--- src/rtl/fetch_unit.sv ---
// Instruction fetch stage: issues sequential reads to a registered-output memory
// and queues {pc, word} pairs in a small FIFO for the decoder.
module fetch_unit #(
  parameter int                    ADDR_WIDTH = 12,
  parameter int                    DATA_WIDTH = 12,
  parameter int                    DEPTH      = 2,
  parameter logic [ADDR_WIDTH-1:0] RESET_PC   = 12'h000
) (
  input  logic                  clk,
  input  logic                  rst,
  output logic [ADDR_WIDTH-1:0] mem_addr,
  output logic                  mem_write_enable,
  input  logic [DATA_WIDTH-1:0] mem_data_out,
  input  logic                  halt,
  input  logic                  redirect_valid,
  input  logic [ADDR_WIDTH-1:0] redirect_addr,
  output logic                  instr_valid,
  input  logic                  instr_ready,
  output logic [DATA_WIDTH-1:0] instr_data,
  output logic [ADDR_WIDTH-1:0] instr_pc
);

  localparam int PTR_W = $clog2(DEPTH);
  localparam int CNT_W = $clog2(DEPTH) + 1;

  logic [ADDR_WIDTH-1:0] fetch_pc_r;
  logic [ADDR_WIDTH-1:0] req_pc_r;
  logic                  pending_r;
  logic [ADDR_WIDTH-1:0] fifo_pc_r   [DEPTH];
  logic [DATA_WIDTH-1:0] fifo_data_r [DEPTH];
  logic [PTR_W-1:0]      wr_ptr_r;
  logic [PTR_W-1:0]      rd_ptr_r;
  logic [CNT_W-1:0]      count_r;
  logic                  valid_r;
  logic [DATA_WIDTH-1:0] head_data_r;
  logic [ADDR_WIDTH-1:0] head_pc_r;

  logic                  pop_s;
  logic                  push_s;
  logic                  issue_s;
  logic [CNT_W:0]        occupancy_s;
  logic [PTR_W-1:0]      wr_ptr_nxt_s;
  logic [PTR_W-1:0]      rd_ptr_nxt_s;
  logic [CNT_W-1:0]      count_nxt_s;
  logic [DATA_WIDTH-1:0] head_data_nxt_s;
  logic [ADDR_WIDTH-1:0] head_pc_nxt_s;

  assign mem_addr         = fetch_pc_r;
  assign mem_write_enable = 1'b0;
  assign instr_valid      = valid_r;
  assign instr_data       = head_data_r;
  assign instr_pc         = head_pc_r;

  // Credit check counts the in-flight read so a push can never hit a full FIFO.
  assign pop_s       = valid_r & instr_ready;
  assign push_s      = pending_r & ~redirect_valid;
  assign occupancy_s = (CNT_W+1)'(count_r) + (CNT_W+1)'(pending_r) - (CNT_W+1)'(pop_s);
  assign issue_s     = ~halt & ~redirect_valid & (occupancy_s < (CNT_W+1)'(DEPTH));

  // Next FIFO pointers and occupancy; redirect empties the queue.
  always_comb begin
    wr_ptr_nxt_s = wr_ptr_r;
    rd_ptr_nxt_s = rd_ptr_r;
    count_nxt_s  = count_r;
    if (redirect_valid) begin
      wr_ptr_nxt_s = {PTR_W{1'b0}};
      rd_ptr_nxt_s = {PTR_W{1'b0}};
      count_nxt_s  = {CNT_W{1'b0}};
    end else begin
      if (push_s) begin
        wr_ptr_nxt_s = wr_ptr_r + PTR_W'(1'b1);
      end else begin
        wr_ptr_nxt_s = wr_ptr_r;
      end
      if (pop_s) begin
        rd_ptr_nxt_s = rd_ptr_r + PTR_W'(1'b1);
      end else begin
        rd_ptr_nxt_s = rd_ptr_r;
      end
      case ({push_s, pop_s})
        2'b10:   count_nxt_s = count_r + CNT_W'(1'b1);
        2'b01:   count_nxt_s = count_r - CNT_W'(1'b1);
        default: count_nxt_s = count_r;
      endcase
    end
  end

  // Next head value; the word being pushed bypasses storage when it becomes the head.
  always_comb begin
    head_pc_nxt_s   = fifo_pc_r[rd_ptr_nxt_s];
    head_data_nxt_s = fifo_data_r[rd_ptr_nxt_s];
    if (count_nxt_s == {CNT_W{1'b0}}) begin
      head_pc_nxt_s   = {ADDR_WIDTH{1'b0}};
      head_data_nxt_s = {DATA_WIDTH{1'b0}};
    end else if (push_s && (wr_ptr_r == rd_ptr_nxt_s)) begin
      head_pc_nxt_s   = req_pc_r;
      head_data_nxt_s = mem_data_out;
    end else begin
      head_pc_nxt_s   = fifo_pc_r[rd_ptr_nxt_s];
      head_data_nxt_s = fifo_data_r[rd_ptr_nxt_s];
    end
  end

  // PC, request tracking, FIFO control and registered head outputs.
  always_ff @(posedge clk or posedge rst) begin
    if (rst) begin
      fetch_pc_r  <= RESET_PC;
      req_pc_r    <= {ADDR_WIDTH{1'b0}};
      pending_r   <= 1'b0;
      wr_ptr_r    <= {PTR_W{1'b0}};
      rd_ptr_r    <= {PTR_W{1'b0}};
      count_r     <= {CNT_W{1'b0}};
      valid_r     <= 1'b0;
      head_data_r <= {DATA_WIDTH{1'b0}};
      head_pc_r   <= {ADDR_WIDTH{1'b0}};
    end else begin
      if (redirect_valid) begin
        fetch_pc_r <= redirect_addr;
      end else if (issue_s) begin
        fetch_pc_r <= fetch_pc_r + ADDR_WIDTH'(1'b1);
      end else begin
        fetch_pc_r <= fetch_pc_r;
      end
      if (issue_s) begin
        req_pc_r <= fetch_pc_r;
      end else begin
        req_pc_r <= req_pc_r;
      end
      pending_r   <= issue_s;
      wr_ptr_r    <= wr_ptr_nxt_s;
      rd_ptr_r    <= rd_ptr_nxt_s;
      count_r     <= count_nxt_s;
      valid_r     <= (count_nxt_s != {CNT_W{1'b0}});
      head_data_r <= head_data_nxt_s;
      head_pc_r   <= head_pc_nxt_s;
    end
  end

  // FIFO storage, written at the tail on each push.
  always_ff @(posedge clk or posedge rst) begin
    if (rst) begin
      for (int i = 0; i < DEPTH; i++) begin
        fifo_pc_r[i]   <= {ADDR_WIDTH{1'b0}};
        fifo_data_r[i] <= {DATA_WIDTH{1'b0}};
      end
    end else if (push_s) begin
      fifo_pc_r[wr_ptr_r]   <= req_pc_r;
      fifo_data_r[wr_ptr_r] <= mem_data_out;
    end
  end

endmodule

--- config.mk ---
export PLATFORM = sky130hd
export DESIGN_NAME = fetch_unit
export DESIGN_NICKNAME = d
export VERILOG_FILES = /design/src/rtl/fetch_unit.sv
export SDC_FILE = /design/constraint.sdc
export NUM_CORES = 1
export LEC_CHECK = 0
export ABC_AREA = 1
export BUFFER_PORTS_ARGS = -buffer_cell sky130_fd_sc_hd__buf_4
export CAP_MARGIN = 10
export CORE_ASPECT_RATIO = 0.75
export CORE_UTILIZATION = 62
export CTS_BUF_LIST = sky130_fd_sc_hd__clkbuf_8 sky130_fd_sc_hd__clkbuf_16
export DETAILED_ROUTE_END_ITERATION = 8
export PLACE_DENSITY = 0.85
export SYNTH_ARGS = -nofsm -noshare
export SYNTH_HDL_FRONTEND = slang
export SYNTH_SLANG_ARGS = --single-unit
--- constraint.sdc ---
create_clock -name clk -period 7.15 [get_ports clk]
set_clock_uncertainty 0.15 [all_clocks]
set_input_delay 1.43 -clock clk [delete_from_list [all_inputs] [get_ports clk]]
set_output_delay 1.43 -clock clk [all_outputs]
set_load 0.05 [all_outputs]
==> flow_metrics.env, run 1 <==
export IMPL_multi_input_gate_area_sq_um=1860
export IMPL_start_util_pct=65.5
export IMPL_setup_repair_after_global_routing_missed_its_margin="false"
export IMPL_crit_path_end_kind="register"
export IMPL_die_w_um=105
export IMPL_wl_met3_um=742
export IMPL_final_seq_area_sq_um=2550
export IMPL_synthAdderAreaFrac_pct=0.662
export IMPL_cts_resized=0
export IMPL_critical_path_fanout_max=28
export IMPL_via_per_inst=5.55
export IMPL_fin_crit_ns=3.65
export IMPL_top_layer_used="met4"
export IMPL_detail_route_wl_per_cell_um=14.9
export IMPL_syn_area_per_cell_sq_um=7.97
export IMPL_filler_cell_count=560
export IMPL_hpwl_mm=6.97
export IMPL_postSynthNetCount=647
export IMPL_fin_hold_ws_ns=0.345
export IMPL_htree_levels=3
export IMPL_postCtsSetupBuffers=0
export IMPL_post_route_cells_drive_above_1_share_pct=14.8
export IMPL_slew_viol_final=0
export IMPL_fin_area_sq_um=5590
export IMPL_finish_net_count=693
export IMPL_yosys_area_share_xor_xnor_pct=0.357
export IMPL_setup_violations_final=0
export IMPL_final_hold_viol_count=0
export IMPL_io_pins=67
export IMPL_worst_slew_pin_slew_ns=0.871
export IMPL_total_power_w=0.00222
export IMPL_antenna_diode_count=0
export IMPL_worst_ir_drop_vdd_uv=188
export IMPL_total_leakage_power_nw=3.15
export IMPL_cts_path_max_buffers=2
export IMPL_compound_cell_area_share_of_the_yosys_netlist_pct=8.00
export IMPL_cp_common_cell="nand2_1"
export IMPL_crit_type="in -> reg"
export IMPL_crit_reg2reg_capture="mem_addr[11]$_DFFE_PP0P_"
export IMPL_die_height_um=79.1
export IMPL_rr_worst_depth=12
export IMPL_finalCritPeriodShare_pct=51.0
export IMPL_achievable_frequency_mhz=274
export IMPL_postSynthRegisterBits=102
export IMPL_result_of_the_run="finished clean"
export IMPL_holdCritPathClass="reg -> reg"
export IMPL_synth_simple_gate_area_share_pct=28.8
export IMPL_antenna_found_initial=0
export IMPL_clock_insertion_delay_worst_skew_ns=0.37
export IMPL_crit_arrival_ns=3.77
export IMPL_core_rowCount=27
export IMPL_number_of_warnings_issued_by_yosys=0
export IMPL_dieArea_sq_um=8290
export IMPL_mostFrequentLayoutCells="227 x nand2_1, 102 x dfrtp_1, 76 x inv_1"
export IMPL_worstReg2RegStart="instr_valid$_DFF_PP0_"
export IMPL_mappedNetlistArea_sq_um=4910
export IMPL_overflow=0
export IMPL_fp_coreArea_sq_um=7500
export IMPL_ant_nets=0
export IMPL_post_synth_top_area_cell="dfrtp_1"
export IMPL_synth_area_mux_share_pct=0
export IMPL_postSynthCellCount=616
export IMPL_drc=0
export IMPL_power_density_nw_per_um2=397
export IMPL_timing_critical_path_to="mem_addr[11]$_DFFE_PP0P_"
export IMPL_met1_length_mm=4.99
export IMPL_grt_start_max_net_pins=72
export IMPL_synth_distinct_cells=28
export IMPL_numPortBuffers=65
export IMPL_synth_top_area_share_pct=52.0
export IMPL_drtIter0Drc=432
export IMPL_global_route_usage_total_pct=30.5
export IMPL_route_vias_total=4260
export IMPL_mostFrequentLayoutCell="nand2_1"
export IMPL_cp_slowest_stage_delay_ns=0.50
export IMPL_synth_top_family_by_area="simple AND/OR/NAND/NOR gates"
export IMPL_clkSinkCount=102
export IMPL_grt_first_pass_wirelength_mm=19.7
export IMPL_critPathLaunchType="input pin"
export IMPL_required_ns=7.27
export IMPL_yosys_top_cells_area="dfrtp_1 52%, nand2_1 17%, o21ai_0 6.8%, inv_1 5.9%, nand3_1 4.5%"
export IMPL_met2_length_mm=5.50
export IMPL_holdBufCountCts=0
export IMPL_cp_startpoint="instr_ready"
export IMPL_post_route_util_pct=74.5
export IMPL_worst_setup_hold_path_clk_slew_ns=0.10
export IMPL_cp_cell_sequence="buf_4 > nand2_2 > nor2_4 > inv_1 > nand2_1 > nand2_1 > fa_1 > nor3b_1 > nand2_2 > nand2_1 > o21ai_0 > inv_1 > nand2_1"
export IMPL_drt_pass1_iter_count=6
export IMPL_gp_congestion=0.884
export IMPL_critPathSlowestCell="fa_1"
export IMPL_r2r_slack_ns=4.23
export IMPL_tritoncts="built"
export IMPL_totalWireLength_mm=11.4
export IMPL_cap_viol_max_count=0
export IMPL_cts_buffers=9
export IMPL_area_growth_pct=13.7
export IMPL_sequential_to_total_area_share_from_yosys_stat_pct=52.0
export IMPL_finalSetupTns_ns=0
export IMPL_cts_root_buf="clkbuf_8"
export IMPL_worst_slew_margin_relative_to_its_limit_pct=42.0
export IMPL_placed_cell_area_sq_um=5350
export IMPL_vias_in_the_first_global_route=4219
## area by class of cell
class	instances	share of cell area (%)
sequential	102	45.7
clock buffer	11	2.71
tap	101	2.26
clock inverter	5	1.46
multi-input combinational	402	33.3
inverter	78	5.29
timing repair buffer	69	9.27
## registers in the layout (all words and copies together) (netlist names)
signal	flops
instr_valid	1
fifo_pc_r	24
rd_ptr_r	1
req_pc_r	12
mem_addr	12
fifo_data_r	24
count_r	2
wr_ptr_r	1
pending_r	1
instr_pc	12
instr_data	12
## critical path: cells and delay by family
family / cells / cell delay, ns
fa+ha+maj: 1 / 0.50
simple gates: 8 / 1.43
compound gates: 1 / 0.14
buf+inv: 3 / 0.25
## synthesized netlist by cell type, drive strengths merged
| cell | instances |
|---|---|
| nand2 | 233 |
| dfrtp | 102 |
| inv | 78 |
| o21ai | 68 |
| nand3 | 47 |
| nand4 | 27 |
| buf | 24 |
| nor2 | 12 |
| clkbuf | 10 |
| o211ai | 7 |
| nor3 | 2 |
| conb | 1 |
| fa | 1 |
| ha | 1 |
| nor3b | 1 |
| xnor2 | 1 |
| xor2 | 1 |
## worst min path at each step
stage	slack [ns]	startpoint	depth (start not counted)	endpoint
4_1_cts	0.35	fifo_pc_r[9]$_DFFE_PP0P_	2	fifo_pc_r[9]$_DFFE_PP0P_
3_3_place_gp	0.32	fifo_pc_r[6]$_DFFE_PP0P_	2	fifo_pc_r[6]$_DFFE_PP0P_
3_5_place_dp	0.32	fifo_pc_r[9]$_DFFE_PP0P_	2	fifo_pc_r[9]$_DFFE_PP0P_
2_1_floorplan	0.30	fifo_data_r[0]$_DFFE_PP0P_	2	fifo_data_r[0]$_DFFE_PP0P_
5_1_grt	0.37	fifo_data_r[19]$_DFFE_PP0P_	2	fifo_data_r[19]$_DFFE_PP0P_
6_report	0.34	fifo_pc_r[19]$_DFFE_PP0P_	2	fifo_pc_r[19]$_DFFE_PP0P_
## cell families (layout without fill, tap and decap cells)
family / after synthesis / count (layout)
simple gates: 322 / 322
buf+inv: 112 / 163
flops: 102 / 102
compound gates: 75 / 75
fa+ha+maj: 2 / 2
xor+xnor: 2 / 2
other cells: 1 / 1
## per-layer routing
layer / track usage (%) / vias to the layer above
li1: - / 2029
met1: 40.8 / 2052
met2: 50.7 / 157
met3: 5.42 / 22
met4: 11.0 / 0
met5: 0 / -
## stage by stage
step | setup WS, ns | instances
2_1_floorplan | 2.89 | 616
3_3_place_gp | 3.33 | 752
3_5_place_dp | 3.13 | 752
4_1_cts | 3.50 | 768
5_1_grt | 3.18 | 768
6_report | 3.50 | 768
## power breakdown
part | leakage [nW] | total (W) | switching, W | internal [W]
Combinational | 1.70 | 0.000893 | 0.000628 | 0.000265
Clock | 0.116 | 0.000417 | 0.000201 | 0.000216
Sequential | 1.33 | 0.000906 | 0.000132 | 0.000775
Note: power is estimated with default switching activity, not from simulation.
==> run 2, diff against run 1 <==
--- a/config.mk
+++ b/config.mk
@@ -9,10 +9,10 @@
 export BUFFER_PORTS_ARGS = -buffer_cell sky130_fd_sc_hd__buf_4
 export CAP_MARGIN = 10
 export CORE_ASPECT_RATIO = 0.75
-export CORE_UTILIZATION = 62
+export CORE_UTILIZATION = 52
 export CTS_BUF_LIST = sky130_fd_sc_hd__clkbuf_8 sky130_fd_sc_hd__clkbuf_16
 export DETAILED_ROUTE_END_ITERATION = 8
-export PLACE_DENSITY = 0.85
+export PLACE_DENSITY = 0.76
 export SYNTH_ARGS = -nofsm -noshare
 export SYNTH_HDL_FRONTEND = slang
 export SYNTH_SLANG_ARGS = --single-unit
==> constraint.sdc (replaced) <==
create_clock -name clk -period 3 [get_ports clk]
set_clock_uncertainty 0.15 [all_clocks]
set_input_delay 0.6 -clock clk [delete_from_list [all_inputs] [get_ports clk]]
set_output_delay 0.6 -clock clk [all_outputs]
set_load 0.05 [all_outputs]
==> flow_metrics.env, run 2 (synthesis results as in run 1) <==
export IMPL_worstReg2RegStart="instr_valid$_DFF_PP0_"
export IMPL_worst_ir_drop_vdd_uv=457
export IMPL_reg_largest_list="fifo_data_r (24), fifo_pc_r (24)"
export IMPL_grt_first_pass_wirelength_mm=18.9
export IMPL_setup_repair_after_global_routing_missed_its_margin="false"
export IMPL_mostFrequentLayoutCell="nand2_1"
export IMPL_route_vias_total=4156
export IMPL_area_growth_pct=17.3
export IMPL_crit_path_end_kind="register"
export IMPL_required_ns=3.09
export IMPL_final_hold_viol_count=0
export IMPL_postCtsSetupBuffers=0
export IMPL_antenna_found_initial=0
export IMPL_crit_reg2reg_capture="mem_addr[11]$_DFFE_PP0P_"
export IMPL_r2r_slack_ns=0.53
export IMPL_worst_slew_pin_slew_ns=0.753
export IMPL_cts_root_buf="clkbuf_16"
export IMPL_global_route_usage_total_pct=24.9
export IMPL_finalSetupTns_ns=0
export IMPL_die_w_um=114
export IMPL_clock_insertion_delay_worst_skew_ns=0.34
export IMPL_cap_viol_max_count=0
export IMPL_ant_nets=0
export IMPL_crit_arrival_ns=2.56
export IMPL_setup_violations_final=0
export IMPL_core_rowCount=30
export IMPL_result_of_the_run="finished clean"
export IMPL_layoutNonFillerInstCount=801
export IMPL_numPortBuffers=65
export IMPL_tritoncts="built"
export IMPL_totalWireLength_mm=11.3
export IMPL_critPathLaunchType="register"
export IMPL_start_util_pct=53.9
export IMPL_dieArea_sq_um=9840
export IMPL_finish_net_count=701
export IMPL_detail_route_wl_per_cell_um=14.1
export IMPL_hpwl_mm=7.48
export IMPL_io_pins=67
export IMPL_pre_cts_slack_ns=0.248
export IMPL_htree_levels=3
export IMPL_mostFrequentLayoutCells="227 x nand2_1, 102 x dfrtp_1, 77 x inv_1"
export IMPL_drc=0
export IMPL_via_per_inst=5.19
export IMPL_worst_setup_hold_path_clk_slew_ns=0.06
export IMPL_overflow=0
export IMPL_vias_in_the_first_global_route=3893
export IMPL_power_density_nw_per_um2=947
export IMPL_drtIter0Drc=382
export IMPL_antenna_diode_count=0
export IMPL_total_power_w=0.00546
export IMPL_critical_path_fanout_max=12
export IMPL_rr_worst_depth=12
export IMPL_finalCritPeriodShare_pct=82.4
export IMPL_cts_resized=0
export IMPL_worst_slew_margin_relative_to_its_limit_pct=49.7
export IMPL_holdBufCountCts=0
export IMPL_placed_cells=787
export IMPL_fp_coreArea_sq_um=9120
export IMPL_total_leakage_power_nw=3.22
export IMPL_grt_start_max_net_pins=49
export IMPL_timing_final_ws_setup_ns=0.527
export IMPL_post_route_cells_drive_above_1_share_pct=15.5
export IMPL_die_height_um=86.2
export IMPL_post_route_util_pct=63.2
export IMPL_clkSinkCount=102
export IMPL_fin_crit_ns=2.47
export IMPL_drt_pass1_iter_count=5
export IMPL_holdCritPathClass="in -> async"
export IMPL_cts_path_max_buffers=2
export IMPL_crit_type="reg -> reg"
export IMPL_cts_buffers=9
export IMPL_achievable_frequency_mhz=404
export IMPL_slew_viol_final=0
export IMPL_gp_congestion=0.871
-- run 2: cell type report --
class	count	area (sq um)
fill	797	3360
sequential	102	2550
multi-input combinational	402	1860
timing repair buffer	77	603
inverter	78	297
clock buffer	10	239
tap	128	160
clock inverter	4	50.0
-- run 2: where the power goes --
group | total, W | internal (W) | switching [W]
Sequential | 0.00217 | 0.00185 | 0.000323
Combinational | 0.00214 | 0.000665 | 0.00148
Clock | 0.00115 | 0.000658 | 0.000487
Total | 0.00546 | 0.00317 | 0.00229
-- run 2: stage by stage --
stage | instance area, sq um | hold slack [ns]
after detailed placement | 5470 | 0.324
after global routing | 5760 | 0.285
final | 5760 | 0.238
after global placement | 5470 | 0.316
after CTS | 5760 | 0.250
after floorplan | 4920 | 0.303
-- run 2: how the worst max path moves through the flow --
stage               cells past startpoint                   from  slack (ns)                  endpoint
global placement                       13            instr_ready        0.31   mem_addr[9]$_DFFE_PP0P_
global route                           12  instr_valid$_DFF_PP0_        0.31   mem_addr[9]$_DFFE_PP0P_
detailed placement                     13            instr_ready        0.25   mem_addr[9]$_DFFE_PP0P_
floorplan                              13  instr_valid$_DFF_PP0_        0.37  mem_addr[11]$_DFFE_PP0P_
CTS                                    12  instr_valid$_DFF_PP0_        0.54   mem_addr[9]$_DFFE_PP0P_
finish                                 12  instr_valid$_DFF_PP0_        0.53  mem_addr[11]$_DFFE_PP0P_
-- run 2: metal layers --
metal | vias up | routed length [um] | GRT usage [%]
met5 | - | 0 | 0
met4 | 0 | 110 | 7.20
met3 | 10 | 737 | 5.73
met2 | 160 | 4940 | 37.7
met1 | 1942 | 5520 | 35.9
li1 | 2044 | - | -
-- run 2: worst max-delay path: stages (launching register included) --
cell     delay (ns)
dfrtp_1        0.39
nand2_2        0.13
nor2_4         0.13
inv_1          0.07
nand2_1        0.06
nand2_1        0.08
fa_1           0.49
nor3b_1        0.23
nand2_2        0.09
nand2_1        0.31
o21ai_0        0.13
inv_1          0.06
nand2_1        0.04
==> run 3, diff against run 2 <==
--- a/config.mk
+++ b/config.mk
@@ -9,10 +9,10 @@
 export BUFFER_PORTS_ARGS = -buffer_cell sky130_fd_sc_hd__buf_4
 export CAP_MARGIN = 10
 export CORE_ASPECT_RATIO = 0.75
-export CORE_UTILIZATION = 52
+export CORE_UTILIZATION = 57
 export CTS_BUF_LIST = sky130_fd_sc_hd__clkbuf_8 sky130_fd_sc_hd__clkbuf_16
 export DETAILED_ROUTE_END_ITERATION = 8
-export PLACE_DENSITY = 0.76
+export PLACE_DENSITY = 0.79
 export SYNTH_ARGS = -nofsm -noshare
 export SYNTH_HDL_FRONTEND = slang
 export SYNTH_SLANG_ARGS = --single-unit
==> constraint.sdc (replaced) <==
create_clock -name clk -period 2.4 [get_ports clk]
set_clock_uncertainty 0.15 [all_clocks]
set_input_delay 0.48 -clock clk [delete_from_list [all_inputs] [get_ports clk]]
set_output_delay 0.48 -clock clk [all_outputs]
set_load 0.05 [all_outputs]
==> flow_metrics.env, run 3 (synthesis results as in run 1) <==
export IMPL_holdBufCountCts=0
export IMPL_post_route_cells_drive_above_1_share_pct=17.1
export IMPL_antenna_found_initial=0
export IMPL_global_route_usage_total_pct=28.0
export IMPL_antenna_diode_count=0
export IMPL_worst_setup_hold_path_clk_slew_ns=0.06
export IMPL_route_vias_total=4256
export IMPL_required_ns=2.48
export IMPL_critPathLaunchType="register"
export IMPL_crit_type="reg -> reg"
export IMPL_rr_worst_depth=12
export IMPL_worstReg2RegStart="instr_valid$_DFF_PP0_"
export IMPL_cts_root_buf="clkbuf_16"
export IMPL_overflow=0
export IMPL_dieArea_sq_um=9000
export IMPL_detail_route_wl_per_cell_um=14.5
export IMPL_grt_start_max_net_pins=103
export IMPL_via_per_inst=5.40
export IMPL_htree_levels=3
export IMPL_crit_reg2reg_capture="mem_addr[10]$_DFFE_PP0P_"
export IMPL_gp_congestion=0.868
export IMPL_cts_path_max_buffers=2
export IMPL_final_hold_viol_count=0
export IMPL_setup_violations_final=0
export IMPL_grt_first_pass_wirelength_mm=19.1
export IMPL_io_pins=67
export IMPL_holdCritPathClass="in -> async"
export IMPL_clkSinkCount=102
export IMPL_worst_slew_margin_relative_to_its_limit_pct=63.4
export IMPL_tritoncts="built"
export IMPL_crit_arrival_ns=2.33
export IMPL_layoutNonFillerInstCount=788
export IMPL_drtIter0Drc=359
export IMPL_r2r_slack_ns=0.16
export IMPL_total_power_w=0.00690
export IMPL_clock_insertion_delay_worst_skew_ns=0.34
export IMPL_placed_cells=774
export IMPL_worst_ir_drop_vdd_uv=779
export IMPL_vias_in_the_first_global_route=4051
export IMPL_drt_pass1_iter_count=5
export IMPL_ant_nets=0
export IMPL_power_density_nw_per_um2=1180
export IMPL_setup_repair_after_global_routing_missed_its_margin="true"
export IMPL_result_of_the_run="finished clean"
export IMPL_hpwl_mm=7.40
export IMPL_total_leakage_power_nw=3.28
export IMPL_achievable_frequency_mhz=446
export IMPL_start_util_pct=60.4
export IMPL_finish_net_count=711
export IMPL_cts_resized=0
export IMPL_mostFrequentLayoutCells="227 x nand2_1, 101 x dfrtp_1, 85 x buf_4"
export IMPL_cts_buffers=9
export IMPL_crit_path_end_kind="register"
export IMPL_postCtsSetupBuffers=0
export IMPL_die_height_um=82.4
export IMPL_finalCritPeriodShare_pct=93.5
export IMPL_slew_viol_final=0
export IMPL_critical_path_fanout_max=12
export IMPL_cap_viol_max_count=0
export IMPL_fin_crit_ns=2.24
export IMPL_reg_largest_list="fifo_data_r (24), fifo_pc_r (24)"
export IMPL_fp_coreArea_sq_um=8130
export IMPL_die_w_um=109
export IMPL_numPortBuffers=65
export IMPL_mostFrequentLayoutCell="nand2_1"
export IMPL_totalWireLength_mm=11.4
export IMPL_worst_slew_pin_slew_ns=0.549
export IMPL_area_growth_pct=18.6
export IMPL_drc=0
export IMPL_core_rowCount=28
-- run 3: changes by cell type in the layout (fill, tap and decap cells not counted), sizes merged --
cell      delta
buf         +10
bufinv       -1
clkbuf       +4
clkinv       -1
clkinvlp     -1
inv          -1
-- run 3: routing by layer --
metal  global-route usage [%]  share of wire (%)  vias up
li1                         -                  -     2064
met3                     5.97                6.3       13
met4                     8.40                1.3        0
met2                     45.7                 46      149
met5                        0                  0        -
met1                     37.9                 46     2030
-- run 3: worst max path at each step --
stage / slack [ns] / to / depth (start not counted) / start
2_1_floorplan: 0.05 / mem_addr[11]$_DFFE_PP0P_ / 13 / instr_valid$_DFF_PP0_
3_3_place_gp: 0.06 / mem_addr[11]$_DFFE_PP0P_ / 14 / instr_ready
3_5_place_dp: -0.0002 / mem_addr[11]$_DFFE_PP0P_ / 14 / instr_ready
4_1_cts: 0.15 / mem_addr[10]$_DFFE_PP0P_ / 13 / instr_valid$_DFF_PP0_
5_1_grt: -0.009 / mem_addr[5]$_DFFE_PP0P_ / 11 / instr_valid$_DFF_PP0_
6_report: 0.16 / mem_addr[10]$_DFFE_PP0P_ / 12 / instr_valid$_DFF_PP0_
-- run 3: power breakdown --
part	internal (W)	total (W)	switching, W
combinational	0.000886	0.00276	0.00188
sequential	0.00231	0.00271	0.000395
clock	0.000834	0.00143	0.000598
-- run 3: cell type report --
class	count	area (sq um)
fillers	646	2300
flip-flops and latches	102	2550
repair buffers	87	678
well taps	105	131
clock buffers	14	294
multi-input cells	402	1870
inverters	78	297
-- run 3: stage by stage --
stage	setup WS, ns	utilization (%)	area [sq um]	hold WS, ns	TNS [ns]
6_report	0.156	71.7	5830	0.126	0
5_1_grt	-0.00851	71.7	5830	0.189	-0.0124
4_1_cts	0.147	71.7	5830	0.172	0
3_5_place_dp	-0.000196	68.1	5530	0.324	-0.000196
3_3_place_gp	0.0628	68.1	5530	0.316	0
2_1_floorplan	0.0485	-	4930	0.303	0
-- run 3: worst max-delay path, stage by stage (launching register included) --
cell	delay, ns
dfrtp_2	0.44
nand2_4	0.12
nand2_1	0.08
nand2_1	0.08
nand2_1	0.08
fa_1	0.48
nor3b_2	0.17
nand2_2	0.10
nand2_1	0.11
buf_12	0.14
o21ai_0	0.08
inv_1	0.06
nand2_1	0.05
